[src/rtl/riscv_run_monitor.sv]
// Run controller for the 16-bit RISC-V core: sequences core reset, counts cycles and
// retired instructions, and ends the run on a tohost store, a PC self-loop or a timeout.
module riscv_run_monitor #(
  parameter int                XLEN        = 16,
  parameter int                ADDR_W      = 16,
  parameter int                RST_CYCLES  = 2,
  parameter int                MAX_CYCLES  = 52,
  parameter int                HALT_CYCLES = 4,
  parameter logic [ADDR_W-1:0] TOHOST_ADDR = 16'hFFFE,
  parameter int                CNT_W       = 32
) (
  input  logic              clk,
  input  logic              rst,
  input  logic              restart_i,
  input  logic [ADDR_W-1:0] pc_i,
  input  logic              retire_i,
  input  logic              mem_we_i,
  input  logic [ADDR_W-1:0] mem_addr_i,
  input  logic [XLEN-1:0]   mem_wdata_i,
  output logic              core_rst_o,
  output logic              running_o,
  output logic              done_o,
  output logic              pass_o,
  output logic              timeout_o,
  output logic [XLEN-1:0]   exit_code_o,
  output logic [CNT_W-1:0]  cycle_cnt_o,
  output logic [CNT_W-1:0]  instret_cnt_o
);
  localparam int RCW = (RST_CYCLES > 1) ? $clog2(RST_CYCLES) : 1;
  localparam int SCW = $clog2(HALT_CYCLES + 1);

  localparam logic [1:0] S_RST  = 2'd0;
  localparam logic [1:0] S_RUN  = 2'd1;
  localparam logic [1:0] S_DONE = 2'd2;

  localparam logic [RCW-1:0]   RST_LAST = RCW'(RST_CYCLES - 1);
  localparam logic [SCW-1:0]   HALT_N   = SCW'(HALT_CYCLES);
  localparam logic [CNT_W-1:0] MAX_N    = CNT_W'(MAX_CYCLES);

  // All architectural state in one record so rst and restart share one reset image.
  typedef struct packed {
    logic [1:0]        state;
    logic [RCW-1:0]    rst_cnt;
    logic              core_rst;
    logic              running;
    logic              done;
    logic              pass;
    logic              timeout;
    logic [XLEN-1:0]   exit_code;
    logic [CNT_W-1:0]  cycle_cnt;
    logic [CNT_W-1:0]  instret_cnt;
    logic [SCW-1:0]    stall_cnt;
    logic [ADDR_W-1:0] pc_q;
    logic              pc_valid;
  } mon_t;

  localparam mon_t MON_RST = '{state: S_RST, core_rst: 1'b1, default: '0};

  mon_t r;

  logic [CNT_W-1:0] cyc_nxt, ir_nxt;
  logic [SCW-1:0]   stall_nxt;
  logic             pc_same, halt_evt, tohost_evt, timeout_evt;

  assign cyc_nxt     = (&r.cycle_cnt) ? r.cycle_cnt : r.cycle_cnt + 1'b1;
  assign ir_nxt      = (retire_i && !(&r.instret_cnt)) ? r.instret_cnt + 1'b1 : r.instret_cnt;
  assign pc_same     = r.pc_valid && (pc_i == r.pc_q);
  assign stall_nxt   = pc_same ? r.stall_cnt + 1'b1 : '0;
  assign halt_evt    = pc_same && (stall_nxt == HALT_N);
  assign tohost_evt  = mem_we_i && (mem_addr_i == TOHOST_ADDR);
  assign timeout_evt = (MAX_CYCLES != 0) && (cyc_nxt == MAX_N);

  always_ff @(posedge clk or posedge rst) begin
    if (rst) begin
      r <= MON_RST;
    end else if (restart_i) begin
      r <= MON_RST;
    end else begin
      case (r.state)
        S_RST: begin
          r.rst_cnt <= r.rst_cnt + 1'b1;
          if (r.rst_cnt == RST_LAST) begin
            r.state    <= S_RUN;
            r.core_rst <= 1'b0;
            r.running  <= 1'b1;
          end
        end
        S_RUN: begin
          r.cycle_cnt   <= cyc_nxt;
          r.instret_cnt <= ir_nxt;
          r.pc_q        <= pc_i;
          r.pc_valid    <= 1'b1;
          r.stall_cnt   <= stall_nxt;
          // tohost outranks halt, halt outranks timeout
          if (tohost_evt) begin
            r.exit_code <= mem_wdata_i;
            r.pass      <= (mem_wdata_i == XLEN'(1));
          end else if (halt_evt) begin
            r.pass      <= 1'b1;
          end else if (timeout_evt) begin
            r.timeout   <= 1'b1;
          end
          if (tohost_evt || halt_evt || timeout_evt) begin
            r.state    <= S_DONE;
            r.core_rst <= 1'b1;
            r.running  <= 1'b0;
            r.done     <= 1'b1;
          end
        end
        default: ; // S_DONE: everything frozen until rst/restart
      endcase
    end
  end

  assign core_rst_o    = r.core_rst;
  assign running_o     = r.running;
  assign done_o        = r.done;
  assign pass_o        = r.pass;
  assign timeout_o     = r.timeout;
  assign exit_code_o   = r.exit_code;
  assign cycle_cnt_o   = r.cycle_cnt;
  assign instret_cnt_o = r.instret_cnt;
endmodule

[config.mk]
export PLATFORM = sky130hd
export DESIGN_NAME = riscv_run_monitor
export DESIGN_NICKNAME = d
export VERILOG_FILES = /design/src/rtl/riscv_run_monitor.sv
export SDC_FILE = /design/constraint.sdc
export NUM_CORES = 1
export LEC_CHECK = 0
export CORE_ASPECT_RATIO = 1.4
export CORE_MARGIN = 5
export CORE_UTILIZATION = 48
export DETAILED_ROUTE_END_ITERATION = 10
export DONT_BUFFER_PORTS = 1
export HOLD_SLACK_MARGIN = 0.15
export SLEW_MARGIN = 20
export SYNTH_ARGS = -nofsm -noshare
export SYNTH_HDL_FRONTEND = slang
export SYNTH_SLANG_ARGS = --single-unit
[constraint.sdc]
create_clock -name clk -period 4.19 [get_ports clk]
set_input_delay 0.6285 -clock clk [delete_from_list [all_inputs] [get_ports clk]]
set_output_delay 0.6285 -clock clk [all_outputs]
set_load 0.01 [all_outputs]
==> results of run 1 <==
==> power breakdown <==
group          internal (mW)  switching, mW
registers               1.10         0.0786
logic                  0.126          0.211
clock network          0.488          0.410
==> stage by stage <==
stage,setup slack (ps),std cells
after global routing,674,861
after CTS,892,861
after global placement,1070,845
after detailed placement,909,845
final,902,861
after floorplan,746,780
==> worst max-delay path, stage by stage, from the launching register on <==
cell	delay (ps)
dfrtp_1	620
nand4_1	200
or4_1	660
nor4_2	410
nand4_1	150
a2111oi_1	470
nand4_1	320
a211o_1	340
==> path summary, 6_finish.rpt <==
check	endpoint	slack (ps)	start	cells after the start
max	r[106]$_DFFE_PP0P_	900	cycle_cnt_o[5]$_DFFE_PP0N_	7
min	exit_code_o[4]$_DFFE_PP0P_	230	rst	1
max reg2reg	r[106]$_DFFE_PP0P_	900	cycle_cnt_o[5]$_DFFE_PP0N_	7
min reg2reg	r[0]$_DFFE_PP0N_	500	r[0]$_DFFE_PP0N_	2
max in group asynchronous	core_rst_o$_DFFE_PP1P_	3040	rst	2
min in group clk	instret_cnt_o[7]$_DFFE_PP0P_	350	restart_i	1
==> cells in the final DEF (no fill, tap or decap), types with 10 or more instances in the layout <==
master and count:
dfrtp_1 106, nand2_1 105, nor2_1 87, a21oi_1 46, xnor2_1 43, nand4_1 42, xor2_1 35, nand3_1 33
nor3_1 21, nor4_1 12, and3_1 11, or3_1 10, inv_1 10, o21ai_0 10
==> Yosys cell counts (12+ instances only) <==
| cell type | count |
|---|---|
| dfrtp_1 | 106 |
| nand2_1 | 105 |
| nor2_1 | 88 |
| buf_4 | 82 |
| a21oi_1 | 46 |
| xnor2_1 | 43 |
| nand4_1 | 42 |
| xor2_1 | 35 |
| clkbuf_1 | 34 |
| nand3_1 | 33 |
| nor3_1 | 21 |
| nor4_1 | 12 |
==> layer usage <==
layer | vias to the layer above | track usage | part of all wire
li1 | 2393 | - | -
met1 | 2475 | 0.228 | 0.36
met2 | 187 | 0.373 | 0.53
met3 | 48 | 0.0520 | 0.072
met4 | 0 | 0.0954 | 0.038
met5 | - | 0 | 0
==> sequential cells by signal, summed over array words and instances (netlist names) <==
signal         count
cycle_cnt_o       32
instret_cnt_o     32
r                 23
exit_code_o       16
core_rst_o         1
done_o             1
pass_o             1
timeout_o          1
==> cells by family (layout without fill, tap and decap cells) <==
group                    after synthesis  after routing
AO/OA/AOI/OAI                         92             92
XOR/XNOR                              78             78
adder cells (fa/ha/maj)                3              3
buffers and inverters                134             33
flip-flops                           107            107
multiplexers                           4              4
AND/OR/NAND/NOR                      362            362
==> area by class of cell <==
type,count,area (um2),share of cell area
multi-input cells,539,3140,0.487
flip-flops and latches,107,2680,0.416
clock buffers,10,239,0.0371
well taps,182,228,0.0353
clock inverters,6,72.6,0.0113
repair buffers,6,45.0,0.00699
inverters,11,43.8,0.00679
==> impl_metrics.tcl, run 1 <==
set metrics [dict create \
    synth_xor_area_frac 0.103 \
    cp.required_ps 4420 \
    cts_tree "done" \
    wl_mm 16.9 \
    synth-adder-area-share 0.00566 \
    synthMuxAreaShare 0.00623 \
    row_count 50 \
    slew_viol_final 0 \
    core_um2 13500 \
    synth_compound_area_frac 0.0868 \
    drc 0 \
    grt_usage 0.209 \
    total_power_mw 2.41 \
    cts.sinks 107 \
    power.density_nw_per_um2 375 \
    ys_seq_area_frac 0.404 \
    fin_util 0.479 \
    grt_pass1_wl_mm 27.0 \
    via_per_inst 5.93 \
    h-tree-depth 3 \
    post-dp-hpwl_mm 12.3 \
    synthCells 780 \
    vias 5103 \
    ant_nets 0 \
    setup_tns_ps 0 \
    final-hold-violation-count 0 \
    fin_crit_ps 3290 \
    cap_violations 0 \
    cts.hold.buffers_added 0 \
    timing.fmax_mhz 304 \
    die_h_um 149 \
    fin_area_um2 6450 \
    synth.distinct_cells 59 \
    relSlewSlack 0.371 \
    avgSynthCellArea_um2 8.50 \
    synth_area_um2 6630 \
    worstMarginPinSlew_ps 940 \
    dr.first_iter.drc_count 302 \
    clock_skew_ps 8.42 \
    clock-root-buffer "clkbuf_16" \
    async_reset_ff_frac 1.00 \
    drive_gt1_frac 0.0589 \
    leakage_nw 2.48 \
    postCtsSetupRepairBufs 0 \
    synth.top_cell.area_share 0.400 \
    portBuffers 0 \
    fin_nets 730 \
    grt_overflow 0 \
    crit_type "register to register" \
    insertion_delay_ps 350 \
    synth_nets 836 \
    die_w_um 109 \
    synth_top_area_cell "dfrtp_1" \
    hold_path.class "input pin to async pin" \
    max-clock-path-buffers 2 \
    crit_fanout 11 \
    min_period_over_period 0.785 \
    setup_viol 0 \
    synthSimpleGateAreaFrac 0.271 \
    clkSlewWorstSetupHoldPaths_ps 80 \
    boundaryPins 138 \
    ys_warn_count 0 \
    ir_drop_mv 0.175 \
    fin_hold_ws_ps 232 \
    post_dp_cell_area_um2 6130 \
    grt_pass1_vias 5096 \
    synth_edf_count 0 \
    ys_ff_latch 107 \
    worstSetupEndpointType "register" \
    crit_path_start_kind "register" \
    rsz0062_at_grt "no" \
    die_area_um2 16300 \
    diodes 0 \
    netlist_top_cells_area "dfrtp_1 40%, buf_4 9.3%, nand2_1 5.9%" \
    synth_ff_type "dfrtp_1" \
    synth_top_family_by_area "simple AND/OR/NAND/NOR gates" \
    numCtsBuffers 9 \
    cp.arrival_ps 3510 \
    antenna_found_initial 0 \
    drt_pass1_iterations 7 \
    initial_core_util 0.493 \
    status "complete, no violations" \
    area_growth_pct -2.77 \
    gp_congestion 0.962 \
    post_drt_wl_per_cell_um 19.6 \
    cts_resized 0 \
    grt_max_degree 111 \
    n_fill_cell 1311 \
]
Power figures use the tool's default switching activity.
==> run 2: changes to the inputs <==
==> constraint.sdc (replaced) <==
create_clock -name clk -period 3.15 [get_ports clk]
set_input_delay 0.4725 -clock clk [delete_from_list [all_inputs] [get_ports clk]]
set_output_delay 0.4725 -clock clk [all_outputs]
set_load 0.01 [all_outputs]
==> run 2 against run 1 <==
Setup slack lost 700 ps. Register-to-register slack lost 700 ps. Flip-flop and latch count is the same. Maximum frequency grew 12%. Die area is the same. Combinational power grew 38%. Worst hold slack lost 45 ps. Sequential power grew 33%. Critical path type unchanged. Critical endpoint unchanged.
==> impl_metrics.tcl, run 2 (synthesized netlist as in run 1, its figures left out) <==
set metrics [dict create \
    ir_drop_mv 0.244 \
    gp_congestion 0.923 \
    min_period_over_period 0.936 \
    slowest_delay_ps 570 \
    insertion_delay_ps 340 \
    timing.fmax_mhz 339 \
    postCtsSetupRepairBufs 0 \
    diodes 0 \
    clock-root-buffer "clkbuf_16" \
    dr.first_iter.drc_count 326 \
    die_h_um 149 \
    slew_viol_final 0 \
    multi_input_area_um2 3140 \
    rsz0062_at_grt "no" \
    n_fill_cell 1284 \
    fin_hold_ws_ps 186 \
    grt_max_degree 111 \
    post_drt_wl_per_cell_um 19.0 \
    cap_violations 0 \
    drc 0 \
    fin_util 0.501 \
    crit_path_start_kind "register" \
    cp.required_ps 3380 \
    wl_mm 17.1 \
    place_ws_ps 145 \
    max-clock-path-buffers 2 \
    grt_usage 0.210 \
    drt_pass1_iterations 4 \
    boundaryPins 138 \
    crit_type "register to register" \
    hold_path.class "input pin to register" \
    cts.sinks 107 \
    leakage_nw 2.67 \
    mostFrequentLayoutCell "dfrtp_1" \
    via_per_inst 5.88 \
    die_area_um2 16300 \
    post_dp_cell_area_um2 6410 \
    fin_ws_ps 201 \
    path_buf_inv 0 \
    seq_area_um2 2680 \
    status "complete, no violations" \
    grt_pass1_vias 5266 \
    grt_overflow 0 \
    row_count 50 \
    core_um2 13500 \
    vias 5278 \
    clkSlewWorstSetupHoldPaths_ps 70 \
    slowest_stage "or4_1" \
    fin_crit_ps 2950 \
    fin_area_um2 6740 \
    h-tree-depth 3 \
    area_growth_pct 1.62 \
    setup_viol 0 \
    portBuffers 0 \
    post-dp-hpwl_mm 12.9 \
    final-hold-violation-count 0 \
    mostFrequentLayoutCells "106 x dfrtp_1, 105 x nand2_1, 88 x nor2_1" \
    crit_chain "nand4_1, or4_1, nor4_2, nand4_1, a2111oi_1, nand4_1, a211o_1" \
    grt_pass1_wl_mm 27.0 \
    ant_nets 0 \
    setup_tns_ps 0 \
    numCtsBuffers 9 \
    relSlewSlack 0.536 \
    clock_skew_ps 6.11 \
    cts_tree "done" \
    cp.arrival_ps 3180 \
    crit_fanout 6 \
    drive_gt1_frac 0.106 \
    antenna_found_initial 0 \
    critical_path.top_delay_family "simple AND/OR/NAND/NOR gates" \
    initial_core_util 0.493 \
    fin_nets 767 \
    worst_path_most_repeated_cell "nand4_1" \
    worstSetupEndpointType "register" \
    power.density_nw_per_um2 465 \
    die_w_um 109 \
    worstMarginPinSlew_ps 690 \
]
[run 2: cell types whose count changed in the layout (fill, tap and decap cells not counted), sizes merged]
cell         delta
bufinv          -1
dlygate4sd3     +1
buf            +36
inv             -1
clkinvlp        +2
[run 2: worst reg2reg max path, stage by stage (launching register included)]
cell	delay, ps
dfrtp_1	490
nand4_1	170
or4_1	570
nor4_2	380
nand4_1	130
a2111oi_1	450
nand4_1	300
a211o_1	340
[run 2: repair_timing]
item	CTS	global route
resized for setup	0	1
endpoints found under the setup margin	0	1
endpoints found under the hold margin	0	23
hold buffers	0	1
[run 2: report_power, final]
group          internal, mW  switching, mW  leakage, nW  total (mW)
clock                 0.566          0.535        0.139        1.10
combinational         0.182          0.283         1.05       0.465
sequential             1.46          0.103         1.48        1.57
[run 2: stage by stage]
stage / std cells / power (mW)
after detailed placement: 880 / 2.06
final: 898 / 3.13
after CTS: 896 / 3.18
after global routing: 898 / 3.30
after floorplan: 780 / 1.95
after global placement: 880 / 2.04
[run 2: path summary, 6_finish.rpt]
| kind | from | end | cells after the start | slack, ps |
|---|---|---|---|---|
| max | cycle_cnt_o[0]$_DFFE_PP0N_ | r[106]$_DFFE_PP0P_ | 7 | 200 |
| min | restart_i | instret_cnt_o[8]$_DFFE_PP0P_ | 1 | 190 |
| max reg2reg | cycle_cnt_o[0]$_DFFE_PP0N_ | r[106]$_DFFE_PP0P_ | 7 | 200 |
| min reg2reg | r[0]$_DFFE_PP0N_ | r[0]$_DFFE_PP0N_ | 2 | 510 |
| max in group asynchronous | rst | r[13]$_DFFE_PP0N_ | 4 | 1680 |
| min in group asynchronous | rst | instret_cnt_o[27]$_DFFE_PP0P_ | 2 | 700 |
[run 2: cell type report]
class	count	share of cell area
clock buffers	10	0.0355
clock inverters	6	0.00706
inverters	11	0.00669
multi-input cells	539	0.466
flip-flops and latches	107	0.398
well taps	182	0.0338
repair buffers	43	0.0531
[run 2: per-layer routing]
layer  up-vias  track usage  wire [um]
li1       2478            -          -
met2       203        0.389       9230
met4         0        0.113        796
met3        70       0.0455       1020
met5         -            0          0
met1      2527        0.214       6020
==> run 3: changes to the inputs <==
==> constraint.sdc (replaced) <==
create_clock -name clk -period 2.96 [get_ports clk]
set_input_delay 0.444 -clock clk [delete_from_list [all_inputs] [get_ports clk]]
set_output_delay 0.444 -clock clk [all_outputs]
set_load 0.01 [all_outputs]
==> run 3 against run 2 <==
Power up 6.2%. Critical path depth unchanged. Final area increased by 1.0%. Count of clock-buffer cells in the layout unchanged. First-iteration DRC count is 2.5% higher.
==> impl_metrics.tcl, run 3 (synthesized netlist as in run 1, its figures left out) <==
set metrics [dict create \
    insertion_delay_ps 340 \
    setup_tns_ps 0 \
    p_clk_frac 0.348 \
    clock-root-buffer "clkbuf_16" \
    p_sw_frac 0.294 \
    grt_pass1_wl_mm 27.6 \
    diodes 0 \
    grt_pass1_vias 5238 \
    switchingPower_uw 980 \
    reg2reg_to "r[106]$_DFFE_PP0P_" \
    post-dp-hpwl_mm 13.0 \
    crit_type "register to register" \
    setup_viol 0 \
    final-hold-violation-count 0 \
    p_int_mw 2.35 \
    combPwrFrac 0.155 \
    portBuffers 0 \
    gp_congestion 0.979 \
    min_period_over_period 0.937 \
    numCtsBuffers 9 \
    cap_violations 0 \
    cts_tree "done" \
    rsz0062_at_grt "no" \
    clock_skew_ps 7.65 \
    cp.required_ps 3190 \
    die_w_um 109 \
    post_drt_wl_per_cell_um 19.1 \
    reg2reg_from "cycle_cnt_o[8]$_DFFE_PP0N_" \
    slew_viol_final 0 \
    ir_drop_mv 0.256 \
    power_frac_seq 0.497 \
    fin_ws_ps 185 \
    fin_crit_ps 2770 \
    status "complete, no violations" \
    hold_path.class "input pin to async pin" \
    drive_gt1_frac 0.117 \
    worstSetupEndpointType "register" \
    timing.fmax_mhz 360 \
    dr.first_iter.drc_count 334 \
    crit_path_start_kind "register" \
    relSlewSlack 0.516 \
    leakage_nw 2.73 \
    post_dp_cell_area_um2 6460 \
    place_ws_ps 74.6 \
    crit_fanout 6 \
    drt_pass1_iterations 6 \
    core_um2 13500 \
    reg2reg_slack_ps 190 \
    worstMarginPinSlew_ps 727 \
    ant_nets 0 \
    die_h_um 149 \
    mostFrequentLayoutCell "dfrtp_1" \
    fin_area_um2 6810 \
    area_growth_pct 2.68 \
    grt_usage 0.214 \
    fin_util 0.506 \
    cp.arrival_ps 3010 \
    grt_overflow 0 \
    antenna_found_initial 0 \
    vias 5251 \
    fin_nets 776 \
    h-tree-depth 3 \
    total_power_mw 3.33 \
    initial_core_util 0.493 \
    wl_mm 17.4 \
    power.density_nw_per_um2 489 \
    grt_max_degree 74 \
    max-clock-path-buffers 2 \
    cts.sinks 107 \
    die_area_um2 16300 \
    clkSlewWorstSetupHoldPaths_ps 80 \
    via_per_inst 5.79 \
    row_count 50 \
    boundaryPins 138 \
    reg2reg_depth 7 \
    mostFrequentLayoutCells "106 x dfrtp_1, 105 x nand2_1, 87 x nor2_1" \
    drc 0 \
]
==> run 3: changes by cell type in the layout (fill, tap and decap cells not counted), sizes merged <==
cell / delta
dlygate4sd3: +1
buf: +8
clkinv: +1
clkinvlp: -1
==> run 3: worst max path at each step <==
| stage | startpoint | to | slack (ps) |
|---|---|---|---|
| after floorplan | cycle_cnt_o[11]$_DFFE_PP0N_ | r[106]$_DFFE_PP0P_ | 240 |
| after global placement | cycle_cnt_o[8]$_DFFE_PP0N_ | r[106]$_DFFE_PP0P_ | 160 |
| after detailed placement | cycle_cnt_o[1]$_DFFE_PP0N_ | r[106]$_DFFE_PP0P_ | 70 |
| after CTS | cycle_cnt_o[1]$_DFFE_PP0N_ | r[106]$_DFFE_PP0P_ | 70 |
| after global routing | cycle_cnt_o[1]$_DFFE_PP0N_ | r[106]$_DFFE_PP0P_ | 10 |
| final | cycle_cnt_o[8]$_DFFE_PP0N_ | r[106]$_DFFE_PP0P_ | 190 |
==> run 3: worst max-delay path, stage by stage (launching register included) <==
cell     delay, ps
dfrtp_1        370
nand3_2        120
or4_4          620
or3_1          370
a221o_1        340
nor4_2         250
nand4_1        280
a211o_1        330
==> run 3: cell type report <==
class	count	area, um2
multi-input cells	539	3160
clock inverters	6	57.6
inverters	11	45.0
well taps	182	228
fillers	1274	6640
flip-flops and latches	107	2680
repair buffers	52	408
clock buffers	10	229
==> run 3: power by group through the flow <==
stage | Sequential (mW) | Clock [mW] | Combinational [mW]
6_report | 1.66 | 1.16 | 0.515
4_1_cts | 1.65 | 1.20 | 0.525
3_3_place_gp | 1.68 | 0 | 0.499
3_5_place_dp | 1.68 | 0 | 0.510
2_1_floorplan | 1.66 | 0 | 0.419
5_1_grt | 1.67 | 1.26 | 0.586
==> run 3: metrics by stage <==
step	hold WS [ps]	cells
finish	162	907
global route	152	907
CTS	151	907
detailed placement	506	888
global placement	472	888
floorplan	458	780
==> run 3: per-layer routing <==
metal	global-route usage	up-vias	wire (um)
met5	0	-	0
li1	-	2491	-
met1	0.231	2552	6290
met2	0.390	160	9360
met4	0.0992	0	672
met3	0.0485	48	1040
==> run 3: what timing repair did <==
| item | 4_1_cts | 5_1_grt |
|---|---|---|
| endpoints found under the hold margin | 32 | 0 |
| hold buffers | 3 | 0 |
| resized for setup | 0 | 5 |
| buffers inserted | 0 | 0 |
| setup endpoints to repair | 0 | 5 |
